==> src/rtl/vga_text_pixel_pipe_if.sv <==
// Bundle between the text renderer, the sync generator it follows and its two memories.
// slave = renderer side, master = environment side.
interface vga_text_pixel_pipe_if;
  logic [9:0]  x_px_i;
  logic [9:0]  y_px_i;
  logic        activevideo_i;
  logic        hsync_i;
  logic        vsync_i;
  logic [11:0] char_addr_o;
  logic [15:0] char_data_i;
  logic [11:0] font_addr_o;
  logic [7:0]  font_data_i;
  logic        cursor_en_i;
  logic [6:0]  cursor_col_i;
  logic [4:0]  cursor_row_i;
  logic [11:0] rgb_o;
  logic        hsync_o;
  logic        vsync_o;
  logic        activevideo_o;

  modport slave (
    input  x_px_i, y_px_i, activevideo_i, hsync_i, vsync_i,
    input  char_data_i, font_data_i,
    input  cursor_en_i, cursor_col_i, cursor_row_i,
    output char_addr_o, font_addr_o,
    output rgb_o, hsync_o, vsync_o, activevideo_o
  );

  modport master (
    output x_px_i, y_px_i, activevideo_i, hsync_i, vsync_i,
    output char_data_i, font_data_i,
    output cursor_en_i, cursor_col_i, cursor_row_i,
    input  char_addr_o, font_addr_o,
    input  rgb_o, hsync_o, vsync_o, activevideo_o
  );
endinterface

==> src/rtl/vga_text_pixel_pipe.sv <==
// 8x16 text-mode renderer: char fetch -> glyph fetch -> colour, with syncs delayed to match
// the 3-cycle pipeline and a frame-timed blinking underline cursor.
module vga_text_pixel_pipe #(
  parameter int unsigned COLS         = 80,
  parameter int unsigned ROWS         = 30,
  parameter int unsigned BLINK_FRAMES = 32
) (
  input  logic                  clk_i,
  input  logic                  rst_i,
  vga_text_pixel_pipe_if.slave  bus
);

  localparam int unsigned ROW_W = $clog2(ROWS);
  localparam int unsigned CNT_W = $clog2(BLINK_FRAMES);

  logic [6:0]       w_col;
  logic [ROW_W-1:0] w_row;
  logic [11:0]      w_addr;
  logic             w_cur_hit;
  logic             w_pix;
  logic             w_vs_fall;

  logic [11:0] r_char_addr;
  logic [2:0]  r1_xsub;
  logic [3:0]  r1_ysub;
  logic        r1_act, r1_hs, r1_vs, r1_cur;

  logic [11:0] r_font_addr;
  logic [3:0]  r2_fg, r2_bg;
  logic [2:0]  r2_xsub;
  logic        r2_act, r2_hs, r2_vs, r2_cur;

  logic [11:0] r_rgb;
  logic        r_hs, r_vs, r_act;

  logic             r_vs_prev;
  logic             r_blink_on;
  logic [CNT_W-1:0] r_frame_cnt;

  // 4-bit IRGB index to 12-bit colour; index 6 is brown rather than dark yellow
  function automatic logic [11:0] palette(input logic [3:0] idx);
    logic [3:0] lo;
    logic [3:0] r, g, b;
    lo = idx[3] ? 4'h5 : 4'h0;
    r  = (idx[2] ? 4'hA : 4'h0) + lo;
    g  = (idx[1] ? 4'hA : 4'h0) + lo;
    b  = (idx[0] ? 4'hA : 4'h0) + lo;
    if (idx == 4'd6) g = 4'h5;
    return {r, g, b};
  endfunction

  assign w_col = bus.x_px_i[9:3];
  assign w_row = ROW_W'(bus.y_px_i[9:4]);

  // Rows beyond the screen still produce an address; memory aliasing is accepted.
  if (COLS == 80) begin : g_addr_shift
    assign w_addr = 12'({w_row, 6'b0}) + 12'({w_row, 4'b0}) + 12'(w_col);
  end else begin : g_addr_mul
    assign w_addr = 12'(w_row * COLS + w_col);
  end

  assign w_cur_hit = bus.cursor_en_i & r_blink_on
                   & (w_col == bus.cursor_col_i)
                   & (w_row == ROW_W'(bus.cursor_row_i))
                   & (bus.y_px_i[3:0] >= 4'd14);

  assign w_pix     = bus.font_data_i[3'(3'd7 - r2_xsub)] | r2_cur;
  assign w_vs_fall = r_vs_prev & ~bus.vsync_i;

  // Three-stage fetch/render pipeline; sync bits idle high through reset
  always_ff @(posedge clk_i or posedge rst_i) begin
    if (rst_i) begin
      r_char_addr <= '0;
      r1_xsub     <= '0;
      r1_ysub     <= '0;
      r1_act      <= 1'b0;
      r1_hs       <= 1'b1;
      r1_vs       <= 1'b1;
      r1_cur      <= 1'b0;
      r_font_addr <= '0;
      r2_fg       <= '0;
      r2_bg       <= '0;
      r2_xsub     <= '0;
      r2_act      <= 1'b0;
      r2_hs       <= 1'b1;
      r2_vs       <= 1'b1;
      r2_cur      <= 1'b0;
      r_rgb       <= '0;
      r_hs        <= 1'b1;
      r_vs        <= 1'b1;
      r_act       <= 1'b0;
    end else begin
      r_char_addr <= w_addr;
      r1_xsub     <= bus.x_px_i[2:0];
      r1_ysub     <= bus.y_px_i[3:0];
      r1_act      <= bus.activevideo_i;
      r1_hs       <= bus.hsync_i;
      r1_vs       <= bus.vsync_i;
      r1_cur      <= w_cur_hit;

      r_font_addr <= {bus.char_data_i[7:0], r1_ysub};
      r2_fg       <= bus.char_data_i[11:8];
      r2_bg       <= bus.char_data_i[15:12];
      r2_xsub     <= r1_xsub;
      r2_act      <= r1_act;
      r2_hs       <= r1_hs;
      r2_vs       <= r1_vs;
      r2_cur      <= r1_cur;

      r_rgb       <= r2_act ? palette(w_pix ? r2_fg : r2_bg) : 12'h000;
      r_hs        <= r2_hs;
      r_vs        <= r2_vs;
      r_act       <= r2_act;
    end
  end

  // Frame counter advanced on each vsync falling edge; blink phase flips on wrap
  always_ff @(posedge clk_i or posedge rst_i) begin
    if (rst_i) begin
      r_vs_prev   <= 1'b1;
      r_frame_cnt <= '0;
      r_blink_on  <= 1'b1;
    end else begin
      r_vs_prev <= bus.vsync_i;
      if (w_vs_fall) begin
        if (r_frame_cnt == CNT_W'(BLINK_FRAMES - 1)) begin
          r_frame_cnt <= '0;
          r_blink_on  <= ~r_blink_on;
        end else begin
          r_frame_cnt <= r_frame_cnt + CNT_W'(1);
        end
      end
    end
  end

  assign bus.char_addr_o   = r_char_addr;
  assign bus.font_addr_o   = r_font_addr;
  assign bus.rgb_o         = r_rgb;
  assign bus.hsync_o       = r_hs;
  assign bus.vsync_o       = r_vs;
  assign bus.activevideo_o = r_act;

endmodule

==> src/flat_wrapper.sv <==
// flat-port wrapper written by rule: the top's interface ports become plain ports
module vga_text_pixel_pipe_flat 
#(
  parameter int unsigned COLS         = 80,
  parameter int unsigned ROWS         = 30,
  parameter int unsigned BLINK_FRAMES = 32
)
  (clk_i, rst_i, bus_x_px_i, bus_y_px_i, bus_activevideo_i, bus_hsync_i, bus_vsync_i, bus_char_data_i, bus_font_data_i, bus_cursor_en_i, bus_cursor_col_i, bus_cursor_row_i, bus_char_addr_o, bus_font_addr_o, bus_rgb_o, bus_hsync_o, bus_vsync_o, bus_activevideo_o);
  vga_text_pixel_pipe_if bus_i ();
  input  logic clk_i;
  input  logic rst_i;
  input wire logic [$bits(bus_i.x_px_i)-1:0] bus_x_px_i;
  input wire logic [$bits(bus_i.y_px_i)-1:0] bus_y_px_i;
  input wire logic [$bits(bus_i.activevideo_i)-1:0] bus_activevideo_i;
  input wire logic [$bits(bus_i.hsync_i)-1:0] bus_hsync_i;
  input wire logic [$bits(bus_i.vsync_i)-1:0] bus_vsync_i;
  input wire logic [$bits(bus_i.char_data_i)-1:0] bus_char_data_i;
  input wire logic [$bits(bus_i.font_data_i)-1:0] bus_font_data_i;
  input wire logic [$bits(bus_i.cursor_en_i)-1:0] bus_cursor_en_i;
  input wire logic [$bits(bus_i.cursor_col_i)-1:0] bus_cursor_col_i;
  input wire logic [$bits(bus_i.cursor_row_i)-1:0] bus_cursor_row_i;
  output wire logic [$bits(bus_i.char_addr_o)-1:0] bus_char_addr_o;
  output wire logic [$bits(bus_i.font_addr_o)-1:0] bus_font_addr_o;
  output wire logic [$bits(bus_i.rgb_o)-1:0] bus_rgb_o;
  output wire logic [$bits(bus_i.hsync_o)-1:0] bus_hsync_o;
  output wire logic [$bits(bus_i.vsync_o)-1:0] bus_vsync_o;
  output wire logic [$bits(bus_i.activevideo_o)-1:0] bus_activevideo_o;
  assign bus_i.x_px_i = bus_x_px_i;
  assign bus_i.y_px_i = bus_y_px_i;
  assign bus_i.activevideo_i = bus_activevideo_i;
  assign bus_i.hsync_i = bus_hsync_i;
  assign bus_i.vsync_i = bus_vsync_i;
  assign bus_i.char_data_i = bus_char_data_i;
  assign bus_i.font_data_i = bus_font_data_i;
  assign bus_i.cursor_en_i = bus_cursor_en_i;
  assign bus_i.cursor_col_i = bus_cursor_col_i;
  assign bus_i.cursor_row_i = bus_cursor_row_i;
  assign bus_char_addr_o = bus_i.char_addr_o;
  assign bus_font_addr_o = bus_i.font_addr_o;
  assign bus_rgb_o = bus_i.rgb_o;
  assign bus_hsync_o = bus_i.hsync_o;
  assign bus_vsync_o = bus_i.vsync_o;
  assign bus_activevideo_o = bus_i.activevideo_o;
  vga_text_pixel_pipe #(.COLS(COLS), .ROWS(ROWS), .BLINK_FRAMES(BLINK_FRAMES)) u_core (.clk_i(clk_i), .rst_i(rst_i), .bus(bus_i));
endmodule
==> config.mk <==
export PLATFORM = sky130hd
export DESIGN_NAME = vga_text_pixel_pipe_flat
export DESIGN_NICKNAME = d
export VERILOG_FILES = /design/src/rtl/vga_text_pixel_pipe_if.sv /design/src/rtl/vga_text_pixel_pipe.sv /design/src/flat_wrapper.sv
export SDC_FILE = /design/constraint.sdc
export NUM_CORES = 1
export LEC_CHECK = 0
export BUFFER_PORTS_ARGS = -buffer_cell sky130_fd_sc_hd__buf_4
export CORE_ASPECT_RATIO = 0.5
export CORE_MARGIN = 2
export CORE_UTILIZATION = 32
export CTS_CLUSTER_SIZE = 30
export DETAILED_ROUTE_END_ITERATION = 8
export PLACE_DENSITY_LB_ADDON = 0.3
export SLEW_MARGIN = 20
export SYNTH_ARGS = -nofsm -noshare
export SYNTH_HDL_FRONTEND = slang
export SYNTH_SLANG_ARGS = --single-unit
==> constraint.sdc <==
create_clock -name clk_i -period 1.7 [get_ports clk_i]
set_clock_uncertainty 0.1 [all_clocks]
set_input_delay 0.085 -clock clk_i [delete_from_list [all_inputs] [get_ports clk_i]]
set_output_delay 0.085 -clock clk_i [all_outputs]
set_load 0.01 [all_outputs]
[Yosys cells after proc, flatten, opt, wreduce, memory -nomap -nowiden]
Index checks and enable logic that the tools add are counted.
Operators by class
  add/sub/neg operators: 7
  multipliers: 0
  div/mod/pow operators: 0
  magnitude comparators: 2
  eq/ne operators: 4
  shifts and indexed selects: 0
  multiplexer cells: 10
  bitwise operators: 8
  reductions and logical operators: 1
Operator list (count)
  $mux 4: 5
  $add 11x9->12: 1
  $add 12x7->12: 1
  $add 4x4->4: 3
  $mux 12: 1
  $eq 7x7->1: 1
  $add 5x1->5 const B: 1
  $and 1x1->1: 5
  $eq 5x5->1: 1
  $eq 5x5->1 const B: 1
  $mux 5: 1
  $eq 4x3->1 const B: 1
  $ge 4x4->1 const B: 1
  $lt 3x4->1 const B: 1
  $bmux 1 s3: 1
  $mux 3: 1
  $sub 3x3->3 const A: 1
  $not 1->1: 2
  $reduce_and 2->1: 1
  $mux 1: 1
  $or 1x1->1: 1
Storage, ports and cells
  register bits after elaboration: 71
  latch bits: 0
  RAM bits: 0
  bits in read-only memories: 0
  input bits: 62
  output and inout port bits: 39
  word-level logic and storage cells: 53
  memories kept: 0

[Depth between registers and ports, before layout]
Gate-level depths: netlist of run 1.
  depth in word-level cells: 9
  gate-level depth with buffers: 8
  mapped depth without buffers: 8

[Worst setup path after synthesis of run 1]
No wires, ideal clock.
  path type: input to register
  start: in bus_y_px_i[4]
  end: reg u_core.r_char_addr[10], in the netlist u_core.bus.char_addr_o[10]
  arrival time: 1.600 ns
  data required time: 1.469 ns
  path slack: -0.131 ns
  stages on the path: 8
  buffers on the path: 0
  path through: inv_1 > fa_1 > inv_1 > ha_1 > a21o_1 > a21oi_1 > nand3b_1 > nand3_1
Between the ends
  word-level cells in the longest chain between the ends: 2
RTL lines
  start: declaration: line flat_wrapper.sv:13  | input wire logic [$bits(bus_i.y_px_i)-1:0] bus_y_px_i;
  $add 11x9->12: line vga_text_pixel_pipe.sv:57  | assign w_addr = 12'({w_row, 6'b0}) + 12'({w_row, 4'b0}) + 12'(w_col);
  $add 12x7->12: line vga_text_pixel_pipe.sv:57
  named net u_core.w_addr[10]: line vga_text_pixel_pipe.sv:18  | logic [11:0] w_addr;
  end signal: assignment: line vga_text_pixel_pipe.sv:93  | r_char_addr <= w_addr;
  end: declaration: line vga_text_pixel_pipe.sv:23  | logic [11:0] r_char_addr;
The timed path passes the listed nets, and every way through them passes these cells.
A chain may end at the register's enable or synchronous reset.

[Worst setup path in the final report of run 1]
  start: in bus_x_px_i[9]
  end: reg u_core.r_char_addr[9], in the netlist u_core.bus.char_addr_o[9]
Between the ends
  word-level cells in the longest chain between the ends: 1
RTL lines
  start: declaration: line flat_wrapper.sv:12  | input wire logic [$bits(bus_i.x_px_i)-1:0] bus_x_px_i;
  $add 12x7->12: line vga_text_pixel_pipe.sv:57
  named net u_core.w_addr[9]: line vga_text_pixel_pipe.sv:18
The timed path passes the listed nets, and every way through them passes these cells.

==> metrics.md, run 1 <==
| Metric | Value |
|---|---|
| Final-report setup violation count | 0 |
| Max-slew violations | 0 |
| Status | complete, no violations |
| Cts bufs inserted | 9 |
| Synth area leader | dfrtp_1 |
| First-pass GRT wire length | a little over 9000 um |
| DIE WIDTH | 128 um |
| CP startpoint kind | input port |
| Cells after Synth | between 150 and 200 |
| Initial antenna violation count | 0 |
| Initial core utilization | 33.4% |
| Seq/Total Area, Yosys | 65.1% |
| Worst-Skew Late Latency | around 0.32 ns |
| GRT Overall Usage | 14.5% |
| Hold Crit Depth | 4 |
| Initial DRC count | a little over 70 |
| Synth Flop Type | dfrtp_1 |
| Ys async rst share | between 90% and 100% |
| Die ar. | around 0.0085 mm2 |
| Total gr overflow | 0 |
| Critical path class | in2reg |
| Cell Count, Final, Fillers Out | 429 |
| DR vias | 1851 |
| Dpl cells | 376 |
| WP data arrival | 1.71 ns |
| Total of max-cap violations | 0 |
| Syn avg cell area | 13.7 um2 |
| H-tree depth | 3 |
| Post-Route WL | around 5700 um |
| Vias in the first global route | between 2000 and 2500 |
| Critical Path RT | 1.80 ns |
| Ys Warns | 0 |
| Clock Path Buffers | 2 |
| Fmax | around 620 MHz |
| Area delta synth->final | 62.2% |
| Pre-antenna DRT Iters | 4 |
| ANT nets after route | 0 |
| CTS resizes | 0 |
| R2R Path Start | u_core.r2_xsub[1] |
| R2r setup slk | 0.13 ns |
| Layout cells sized above 1 | 41.1% |
| Min-Delay Endpoint | u_core.r1_cur |
| Wirelength per Cell | 13.4 um |
| Chip Height | 66.2 um |
| Pin slew with the least headroom to its limit | 0.429 ns |
| Detailed placement HPWL | 3970 um |
| TNS Setup | 0 ns |
| Register-to-Register Path Depth | 4 |
| Share of Yosys cell area claimed by the top area cell type | 57.7% |
| Worst slew margin | 71.4% |
| CTS sink cnt | 64 |
| Largest net degree at the start of global routing | 37 |
| Buffers added on ports | just under 100 |
| Final min period | 1.61 ns |
| Synth cell count leaders | dfrtp_1, nand2_1, xnor2_1 |
| CTS tree | done |
| Worst-path clk slew | 0.06 ns |
| RSZ-0062 raised after global routing | false |
| Pwr/cell area | 1070 mW/mm2 |
| Hold Crit Class | in2reg |
| Ant. Diodes | 0 |
| R2R Path End | u_core.bus.rgb_o[7] |
| Synthesized area | 0.00247 mm2 |
| Leakage power | 1.95 nW |
| Row count | 22 |
| Crit. End Element | flop |
| EDFF count, synth | 0 |
| CORE AREA | 0.00740 mm2 |
| Ranking of synthesized cells by area | dfrtp_1, dfstp_2, ha_1, xnor2_1, mux2i_1 |
| Synth cell types | 32 |
| Worst VDD drop | between 0.4 and 0.5 mV |
| HP Start | bus_y_px_i[7] |
| DRC Markers | 0 |
| IO Count | 101 |
| GP Congestion | 0.765 |
| Crit Path Max Fanout | 2 |
| Most instantiated library cell after synthesis | dfrtp_1 |
| Avg Vias per Cell | between 4 and 5 |
| Synth Register Bits | 64 |
| Period utilisation layout | 94.9% |
| Nets | just over 400 |
| Clk root buf | clkbuf_16 |
| Syn_nets | 256 |
| Final hold vios | 0 |
timing repair:
action,4_1_cts,5_1_grt
hold endpoints to repair,94,0
setup buffers,0,0
hold buffers,37,0
placed cells by master, fill, tap and decap left out, types with 2 or more instances in the layout:
cell type	n
nand2_1	15
dfstp_2	7
nor2b_1	4
clkinv_4	2
nor2_1	4
clkbuf_16	9
nand3_1	3
mux2i_1	9
dfrtp_1	57
xnor2_1	15
o311ai_0	2
clkinv_2	3
o21ai_0	3
fa_1	2
o21ai_1	4
nand4_1	3
ha_1	11
and3_1	2
buf_4	109
nor3b_1	4
inv_1	12
dlygate4sd3_1	37
state kept, by name, indices dropped and copies added (netlist names):
name	count
u_core.r1_vs	1
u_core.r1_ysub	4
u_core.r2_cur	1
u_core.r1_act	1
u_core.bus.font_addr_o	12
u_core.bus.activevideo_o	1
u_core.r2_bg	4
u_core.r2_fg	4
u_core.r1_hs	1
u_core.r_frame_cnt	5
u_core.r2_act	1
u_core.r1_xsub	3
u_core.bus.vsync_o	1
u_core.bus.rgb_o	5
u_core.bus.char_addr_o	12
u_core.r2_vs	1
u_core.r_blink_on	1
u_core.r2_hs	1
u_core.r1_cur	1
u_core.r2_xsub	3
u_core.bus.hsync_o	1
cells by family after synthesis:
family | synth area share [%]
fa+ha+maj | 7.19
xor+xnor | 5.31
mux | 5.01
simple gates | 8.55
flops | 65.1
buf+inv | 5.01
compound gates | 3.80
critical path, stage by stage:
cell      delay, ns
buf_4          0.09
inv_1          0.05
fa_1           0.52
fa_1           0.46
nor2b_1        0.13
o21ai_1        0.10
a21boi_1       0.21
nor2_1         0.08
power by group:
part	total [mW]	switching, mW	internal [mW]
clock	1.81	0.673	1.14
sequential	1.76	0.0786	1.68
combinational	0.703	0.291	0.413
total	4.27	1.04	3.23
metal layers:
metal | global-route usage, % | wire [um] | share of wire, % | vias to the layer above
met3 | 3.96 | 224 | 3.9 | 5
li1 | - | - | - | 886
met2 | 27.6 | 3220 | 56 | 40
met1 | 15.6 | 2240 | 39 | 920
met5 | 0 | 0 | 0 | -
met4 | 5.63 | 50 | 0.87 | 0
cell type report:
cell class | instances | area, um2
clock buffer | 9 | 225
sequential | 64 | 1610
tap | 96 | 120
clock inverter | 7 | 71.3
fill | 614 | 3390
timing repair buffer | 146 | 1190
multi-input combinational | 94 | 742
inverter | 13 | 52.6
per-stage QoR:
stage | area, um2 | util, % | total power [mW] | setup slack [ns] | hold WS (ns)
finish | 4010 | 54.2 | 4.27 | 0.0875 | 0.00297
global route | 4010 | 54.2 | 4.46 | 0.0245 | 0.0161
CTS | 4010 | 54.2 | 4.31 | 0.106 | 0.00345
detailed placement | 3340 | 45.2 | 2.42 | -0.227 | 0.0945
global placement | 3340 | 45.2 | 2.40 | -0.172 | 0.0946
floorplan | 2480 | - | 2.10 | -0.0677 | -0.0105
worst max path at each step:
| stage | from | endpoint | slack, ns | depth (start not counted) |
|---|---|---|---|---|
| after CTS | bus_x_px_i[9] | u_core.bus.char_addr_o[9] | 0.11 | 8 |
| after global placement | bus_x_px_i[9] | u_core.bus.char_addr_o[11] | -0.17 | 8 |
| after floorplan | bus_x_px_i[9] | u_core.bus.char_addr_o[10] | -0.07 | 8 |
| final | bus_x_px_i[9] | u_core.bus.char_addr_o[9] | 0.09 | 8 |
| after global routing | u_core.r_frame_cnt[0] | u_core.r_frame_cnt[2] | 0.02 | 6 |
| after detailed placement | bus_x_px_i[9] | u_core.bus.char_addr_o[9] | -0.23 | 8 |
No activity file was read; power rests on OpenSTA's default activity.
==> run 2, diff against run 1 <==
--- a/config.mk
+++ b/config.mk
@@ -11,7 +11,6 @@
 export CORE_UTILIZATION = 32
 export CTS_CLUSTER_SIZE = 30
 export DETAILED_ROUTE_END_ITERATION = 8
-export PLACE_DENSITY_LB_ADDON = 0.3
 export SLEW_MARGIN = 20
 export SYNTH_ARGS = -nofsm -noshare
 export SYNTH_HDL_FRONTEND = slang
==> run 2 against run 1 <==
Compared with the run above: final cell count is 0.23% lower; register-to-register slack hardly changed; utilization is 0.30 points higher; die area stayed put; clock power is 4% higher; cell area is 0.56% higher; wire length is 2.1% lower; critical path depth is 1 higher; first-iteration DRC count is 6.9% higher; largest power group unchanged.
==> metrics.md, run 2 (synthesized netlist as in run 1, its figures left out) <==
| Metric | Value |
|---|---|
| Status | complete, no violations |
| CP Cell Sequence | buf_4 > inv_1 > fa_1 > inv_1 > ha_1 > a21o_1 > a21oi_2 > buf_4 > xnor2_1 |
| Buffers added on ports | 99 (unchanged) |
| Period utilisation layout | 93.5% (-1.4 points) |
| Slack of the critical path | 0.111 ns (+0.0231 ns) |
| M1 GR Usage | 15.7% (+0.084 points) |
| Sw Share | 22.9% (-1.5 points) |
| Max stage delay on crit path | 0.59 ns (+0.07 ns) |
| Largest net degree at the start of global routing | 27 (-27%) |
| First-pass GRT wire length | 9360 um (+1.7%) |
| Post-layout power | 4.34 mW (+1.6%) |
| Cts bufs inserted | 9 (unchanged) |
| Post-CTS Setup Bufs | 0 (unchanged) |
| Clk root buf | clkbuf_16 |
| Chip Height | 66.2 um (unchanged) |
| ANT nets after route | 0 (unchanged) |
| Total gr overflow | 0 (unchanged) |
| GP Congestion | 0.739 (-3.5%) |
| H-tree depth | 3 (unchanged) |
| CTS tree | done |
| Most frequent cells in the layout | buf_4, dfrtp_1, dlygate4sd3_1 |
| Clock Path Buffers | 2 (unchanged) |
| Hold Crit Class | in2reg |
| GRT Overall Usage | 14.7% (+0.21 points) |
| Pin slew with the least headroom to its limit | 0.366 ns (-0.0627 ns) |
| Worst-Skew Late Latency | 0.32 ns (about the same) |
| Leakage power | 1.96 nW (+0.36%) |
| IO Count | 101 (unchanged) |
| Critical Path RT | 1.83 ns (+0.03 ns) |
| Initial core utilization | 33.4% (unchanged) |
| Commonest non-fill, non-tap cell in the layout | buf_4 |
| Pre-CTS setup slack | -0.218 ns (+0.00886 ns) |
| Vias in the first global route | 2041 (+0.89%) |
| Cell Count, Final, Fillers Out | 428 (-0.23%) |
| Die ar. | 0.00849 mm2 (unchanged) |
| Initial DRC count | 77 (+6.9%) |
| CP max-delay cell | fa_1 |
| Clock power share | 43.2% (+0.9 points) |
| CP startpoint kind | input port |
| Dpl cells | 378 (+0.53%) |
| Area occupied by multi-input gates | 746 um2 (+0.51%) |
| Area delta synth->final | 63.1% |
| Final-report setup violation count | 0 (unchanged) |
| Internal power | 3.35 mW (+3.7%) |
| DIE WIDTH | 128 um (unchanged) |
| Wirelength per Cell | 13.1 um (-1.8%) |
| Logic pwr share | 16.3% (-0.2 points) |
| Detailed placement HPWL | 4160 um (+4.6%) |
| Top Usage Layer GRT | met2 |
| Met2 usage | 27.5% (-0.13 points) |
| Final min period | 1.59 ns (-0.0231 ns) |
| CP bufs+invs | 4 (+2) |
| Sequential group share of total power | 40.5% (-0.7 points) |
| Nets | 402 (-0.25%) |
| WP data arrival | 1.72 ns (about the same) |
| CORE AREA | 0.00740 mm2 (unchanged) |
| Total of max-cap violations | 0 (unchanged) |
| Hold slack | 0.0304 ns (+0.0275 ns) |
| Grt met3 use | 4.45% (+0.49 points) |
| Fmax | 629 MHz (+1.5%) |
| RSZ-0062 raised after global routing | false |
| CTS sink cnt | 64 (unchanged) |
| Worst VDD drop | 0.661 mV (+34%) |
| Avg Vias per Cell | 4.27 (-1.1%) |
| Crit. End Element | flop |
| NetSw | 0.993 mW (-4.7%) |
| Finished Core Util | 54.5% (+0.30 points) |
| Storage cell area | 0.00161 mm2 (unchanged) |
| CP top delay family | adder cells |
| Row count | 22 (unchanged) |
| Worst slew margin | 75.4% (+4.0 points) |
| Pwr/cell area | 1080 mW/mm2 (+1.1%) |
| Crit Path Max Fanout | 2 (unchanged) |
| DR vias | 1826 (-1.4%) |
| Final hold vios | 0 (unchanged) |
| Critical path class | in2reg |
| Post-Route WL | 5610 um (-2.1%) |
| Initial antenna violation count | 0 (unchanged) |
| DRC Markers | 0 (unchanged) |
| Max-slew violations | 0 (unchanged) |
| Worst-path clk slew | 0.05 ns (about the same) |
| Pre-antenna DRT Iters | 4 (unchanged) |
| Layout cells sized above 1 | 42.2% (+1.0 points) |
| Ant. Diodes | 0 (unchanged) |
| Layout filler cell count | 623 (+1.5%) |
run 2: cell types whose count changed in the layout (fill, tap and decap cells not counted), sizes merged:
cell,change
dlygate4sd3,-3
clkinv,-3
inv,-1
clkinvlp,+1
buf,+2
clkbuf,+3
run 2: power groups by stage:
| stage | clock (mW) | combinational, mW | sequential (mW) |
|---|---|---|---|
| 2_1_floorplan | 0 | 0.296 | 1.80 |
| 3_3_place_gp | 0 | 0.630 | 1.78 |
| 3_5_place_dp | 0 | 0.652 | 1.78 |
| 4_1_cts | 1.92 | 0.716 | 1.76 |
| 5_1_grt | 1.98 | 0.784 | 1.78 |
| 6_report | 1.88 | 0.707 | 1.76 |
run 2: area by class of cell:
cell class / count / area share [%]
sequential: 64 / 39.9
clock inverter: 4 / 1.27
inverter: 13 / 1.30
clock buffer: 12 / 6.61
multi-input combinational: 94 / 18.5
timing repair buffer: 145 / 29.4
tap: 96 / 2.98
run 2: final timing paths:
kind / from / endpoint / slack, ns / depth (start not counted)
setup / recovery: bus_x_px_i[9] / u_core.bus.char_addr_o[8] / 0.11 / 9
hold reg to reg: u_core.r1_cur / u_core.r2_cur / 0.24 / 0
min in group asynchronous: rst_i / u_core.bus.char_addr_o[4] / 0.22 / 3
setup reg to reg: u_core.r2_xsub[1] / u_core.bus.rgb_o[7] / 0.13 / 4
hold / removal: bus_cursor_col_i[3] / u_core.r1_cur / 0.03 / 4
max in group asynchronous: rst_i / u_core.r1_vs / 0.71 / 4
run 2: layer usage:
metal,routed length [um],vias up,part of all wire [%]
met5,0,-,0
met4,119,0,2.1
met3,201,11,3.6
met2,3010,43,54
met1,2280,888,41
li1,-,884,-
run 2: what timing repair did:
action,4_1_cts,5_1_grt
gates resized for setup,0,1
hold buffers,34,0
setup endpoints to repair,0,2
endpoints found under the hold margin,94,0
run 2: per-stage QoR:
step | area, um2 | setup TNS [ns]
global placement | 3370 | -0.637
floorplan | 2480 | -0.122
global route | 4030 | 0
finish | 4030 | 0
detailed placement | 3370 | -0.848
CTS | 4030 | 0
run 2: worst min-delay path: stages:
cell     delay (ns)
buf_4          0.08
xnor2_1        0.06
nand4_1        0.10
nor4_1         0.07
==> run 3, diff against run 2 <==
--- a/config.mk
+++ b/config.mk
@@ -5,6 +5,7 @@
 export SDC_FILE = /design/constraint.sdc
 export NUM_CORES = 1
 export LEC_CHECK = 0
+export ABC_AREA = 1
 export BUFFER_PORTS_ARGS = -buffer_cell sky130_fd_sc_hd__buf_4
 export CORE_ASPECT_RATIO = 0.5
 export CORE_MARGIN = 2
==> run 3 against run 2 <==
Compared with the run above: combinational power increased by 6.1%; die area increased by 0.19%; worst setup slack about the same; cell area increased by 0.47%; utilization increased by 0.25 points; critical path depth increased by 1; count of clock-buffer cells in the layout decreased by 1; final cell count increased by 7.7%; critical path type unchanged; largest power group is now registers; highest routed layer unchanged.
==> metrics.md, run 3 <==
| Metric | Value |
|---|---|
| Status | complete, no violations |
| Chip Height | 66.2 um (about the same) |
| Top sig layer | met4 |
| Length of routed met3 wiring | 291 um (+45%) |
| Clk root buf | clkbuf_16 |
| Ys async rst share | 100% (unchanged) |
| Die ar. | 0.00850 mm2 (+0.19%) |
| R2r setup slk | 0.18 ns (+0.05 ns) |
| Hold Crit Depth | 3 (-1) |
| Area post-placement | 0.00339 mm2 (+0.63%) |
| Synth area leader | dfrtp_1 |
| Syn avg cell area | 11.7 um2 (-14%) |
| Worst VDD drop | 0.475 mV (-28%) |
| CORE AREA | 0.00740 mm2 (unchanged) |
| Cells after Synth | 212 (+17%) |
| Ranking of synthesized cells by area | dfrtp_1, dfstp_2, ha_1, nand2_1, inv_1 |
| DR vias | 1918 (+5.0%) |
| Vias in the first global route | 2055 (+0.69%) |
| HP Start | bus_x_px_i[8] |
| Synth cell count leaders | dfrtp_1, nand2_1, inv_1 |
| Final hold vios | 0 (unchanged) |
| GP Congestion | 0.825 (+12%) |
| Worst-path clk slew | 0.05 ns (about the same) |
| Max-slew violations | 0 (unchanged) |
| Crit. End Element | flop |
| CTS tree | done |
| Seq/Total Area, Yosys | 65.0% (-0.13 points) |
| Synth cell types | 27 (-16%) |
| First-pass GRT wire length | 9640 um (+2.9%) |
| Hold Crit Class | in2reg |
| Pwr/cell area | 1070 mW/mm2 (-1.0%) |
| Pin slew with the least headroom to its limit | 0.567 ns (+0.201 ns) |
| Crit path depth | 10 (+1) |
| H-tree depth | 3 (unchanged) |
| Period utilisation layout | 93.5% (about the same) |
| ANT nets after route | 0 (unchanged) |
| Row count | 22 (unchanged) |
| Post-Route WL | 5720 um (+1.9%) |
| GRT Overall Usage | 15.3% (+0.60 points) |
| Total of max-cap violations | 0 (unchanged) |
| Clock Path Buffers | 2 (unchanged) |
| Nets | 435 (+8.2%) |
| DRC Markers | 0 (unchanged) |
| Max stage delay on crit path | 0.58 ns (about the same) |
| Cts bufs inserted | 9 (unchanged) |
| Commonest non-fill, non-tap cell in the layout | buf_4 |
| TNS Setup | 0 ns (unchanged) |
| Pre-antenna DRT Iters | 4 (unchanged) |
| Ant. Diodes | 0 (unchanged) |
| Crit Path Max Fanout | 2 (unchanged) |
| CP bufs+invs | 3 (-1) |
| Most frequent cells in the layout | buf_4, dfrtp_1, dlygate4sd3_1 |
| Final-report setup violation count | 0 (unchanged) |
| Detailed placement HPWL | 4250 um (+2.2%) |
| Final min period | 1.59 ns (-0.000113 ns) |
| Area delta synth->final | 63.5% |
| Finished Core Util | 54.7% (+0.25 points) |
| CTS sink cnt | 64 (unchanged) |
| Hold slack | 0.0221 ns (-0.00836 ns) |
| Synthesized area | 0.00248 mm2 (+0.20%) |
| CP startpoint kind | input port |
| DIE WIDTH | 128 um (+0.10%) |
| Min-Delay Endpoint | u_core.bus.char_addr_o[5] |
| Critical Path RT | 1.79 ns (-0.04 ns) |
| Initial core utilization | 33.5% (+0.068 points) |
| Syn_nets | 287 (+12%) |
| R2R Path Start | u_core.r_frame_cnt[0] |
| CP max-delay cell | fa_2 |
| RSZ-0062 raised after global routing | false |
| Critical path class | in2reg |
| Leakage power | 2.04 nW (+4.2%) |
| Wirelength per Cell | 12.4 um (-5.4%) |
| Synth Flop Type | dfrtp_1 |
| EDFF count, synth | 0 (unchanged) |
| Ys Warns | 0 (unchanged) |
| R2R Path End | u_core.r_blink_on |
| Final Instance Area | 0.00405 mm2 (+0.47%) |
| IO Count | 101 (unchanged) |
| Layout cells sized above 1 | 39.5% (-2.7 points) |
| Buffers added on ports | 99 (unchanged) |
| Initial antenna violation count | 0 (unchanged) |
| CP Cell Sequence | buf_4 > inv_2 > fa_2 > inv_1 > ha_1 > a21oi_2 > nand2_1 > a21oi_1 > o21ai_1 > xor2_1 |
| Fmax | 629 MHz (about the same) |
| Worst-Skew Late Latency | 0.32 ns (about the same) |
| Initial DRC count | 39 (-49%) |
| Synth Register Bits | 64 (unchanged) |
| Share of Yosys cell area claimed by the top area cell type | 57.6% (-0.12 points) |
| Post-Route M1 WL | 2300 um (+0.83%) |
| Total gr overflow | 0 (unchanged) |
| Register-to-Register Path Depth | 7 (+3) |
| Worst slew margin | 62.1% (-13 points) |
| Most instantiated library cell after synthesis | dfrtp_1 |
| Met2 Wirelength | 3030 um (+0.56%) |
| CP top delay family | adder cells |
| Largest net degree at the start of global routing | 30 (+11%) |
| Avg Vias per Cell | 4.16 (-2.5%) |
| WP data arrival | 1.68 ns (-0.04 ns) |
==> run 3: changes by cell type after synthesis, moves of 4 or more <==
cell,previous run,this run
nand2_1,15,34
inv_1,13,31
xnor2_1,15,2
mux2i_1,9,0
nor2_1,4,10
xor2_1,0,6
nand3_1,3,7
nor2b_1,4,0
nor3b_1,4,0
o21ai_0,3,7
==> run 3: worst min-delay path, stage by stage <==
cell and delay, ns:
buf_4 0.09, ha_1 0.11, ha_1 0.12
==> run 3: repair_timing <==
action / 4_1_cts / 5_1_grt
hold endpoints to repair: 52 / 0
setup buffers: 0 / 0
hold buffers: 35 / 0
endpoints found under the setup margin: 0 / 2
gates resized for setup: 0 / 3
==> run 3: per-stage QoR <==
step / setup WS (ns) / total power, mW / std cells
floorplan: -0.00309 / 2.14 / 212
global placement: -0.194 / 2.47 / 410
detailed placement: -0.257 / 2.49 / 410
CTS: 0.0778 / 4.37 / 461
global route: 0.00823 / 4.56 / 461
finish: 0.111 / 4.32 / 461
==> run 3: final cells by class <==
type | instances | area, um2
flip-flops and latches | 64 | 1610
multi-input cells | 109 | 704
well taps | 96 | 120
clock buffers | 11 | 243
inverters | 32 | 136
clock inverters | 5 | 56.3
fillers | 639 | 3350
repair buffers | 144 | 1180
==> run 3: kinds of logic after synthesis <==
family	count (synthesis)	synth area share [%]
simple gates	68	13.4
fa+ha+maj	13	7.17
xor+xnor	8	2.83
compound gates	20	4.65
buf+inv	39	6.97
flops	64	65.0
==> run 3: power by group <==
group | switching (mW) | internal (mW) | leakage [nW]
Combinational | 0.341 | 0.410 | 1.14
Sequential | 0.0818 | 1.70 | 0.751
Clock | 0.615 | 1.17 | 0.145
Total | 1.04 | 3.28 | 2.04
==> run 3: per-layer routing <==
metal	GRT usage (%)	up-vias
met2	27.3	47
met3	5.58	9
met1	17.0	895
met4	6.04	0
met5	0	-
li1	-	967
==> run 3: worst max path at each step <==
stage / startpoint / endpoint / slack, ns
after floorplan: bus_x_px_i[9] / u_core.bus.char_addr_o[10] / -0.003
after global placement: bus_x_px_i[9] / u_core.bus.char_addr_o[10] / -0.19
after detailed placement: bus_x_px_i[9] / u_core.bus.char_addr_o[10] / -0.26
after CTS: bus_x_px_i[9] / u_core.bus.char_addr_o[10] / 0.08
after global routing: bus_y_px_i[4] / u_core.bus.char_addr_o[11] / 0.008
final: bus_y_px_i[6] / u_core.bus.char_addr_o[10] / 0.11
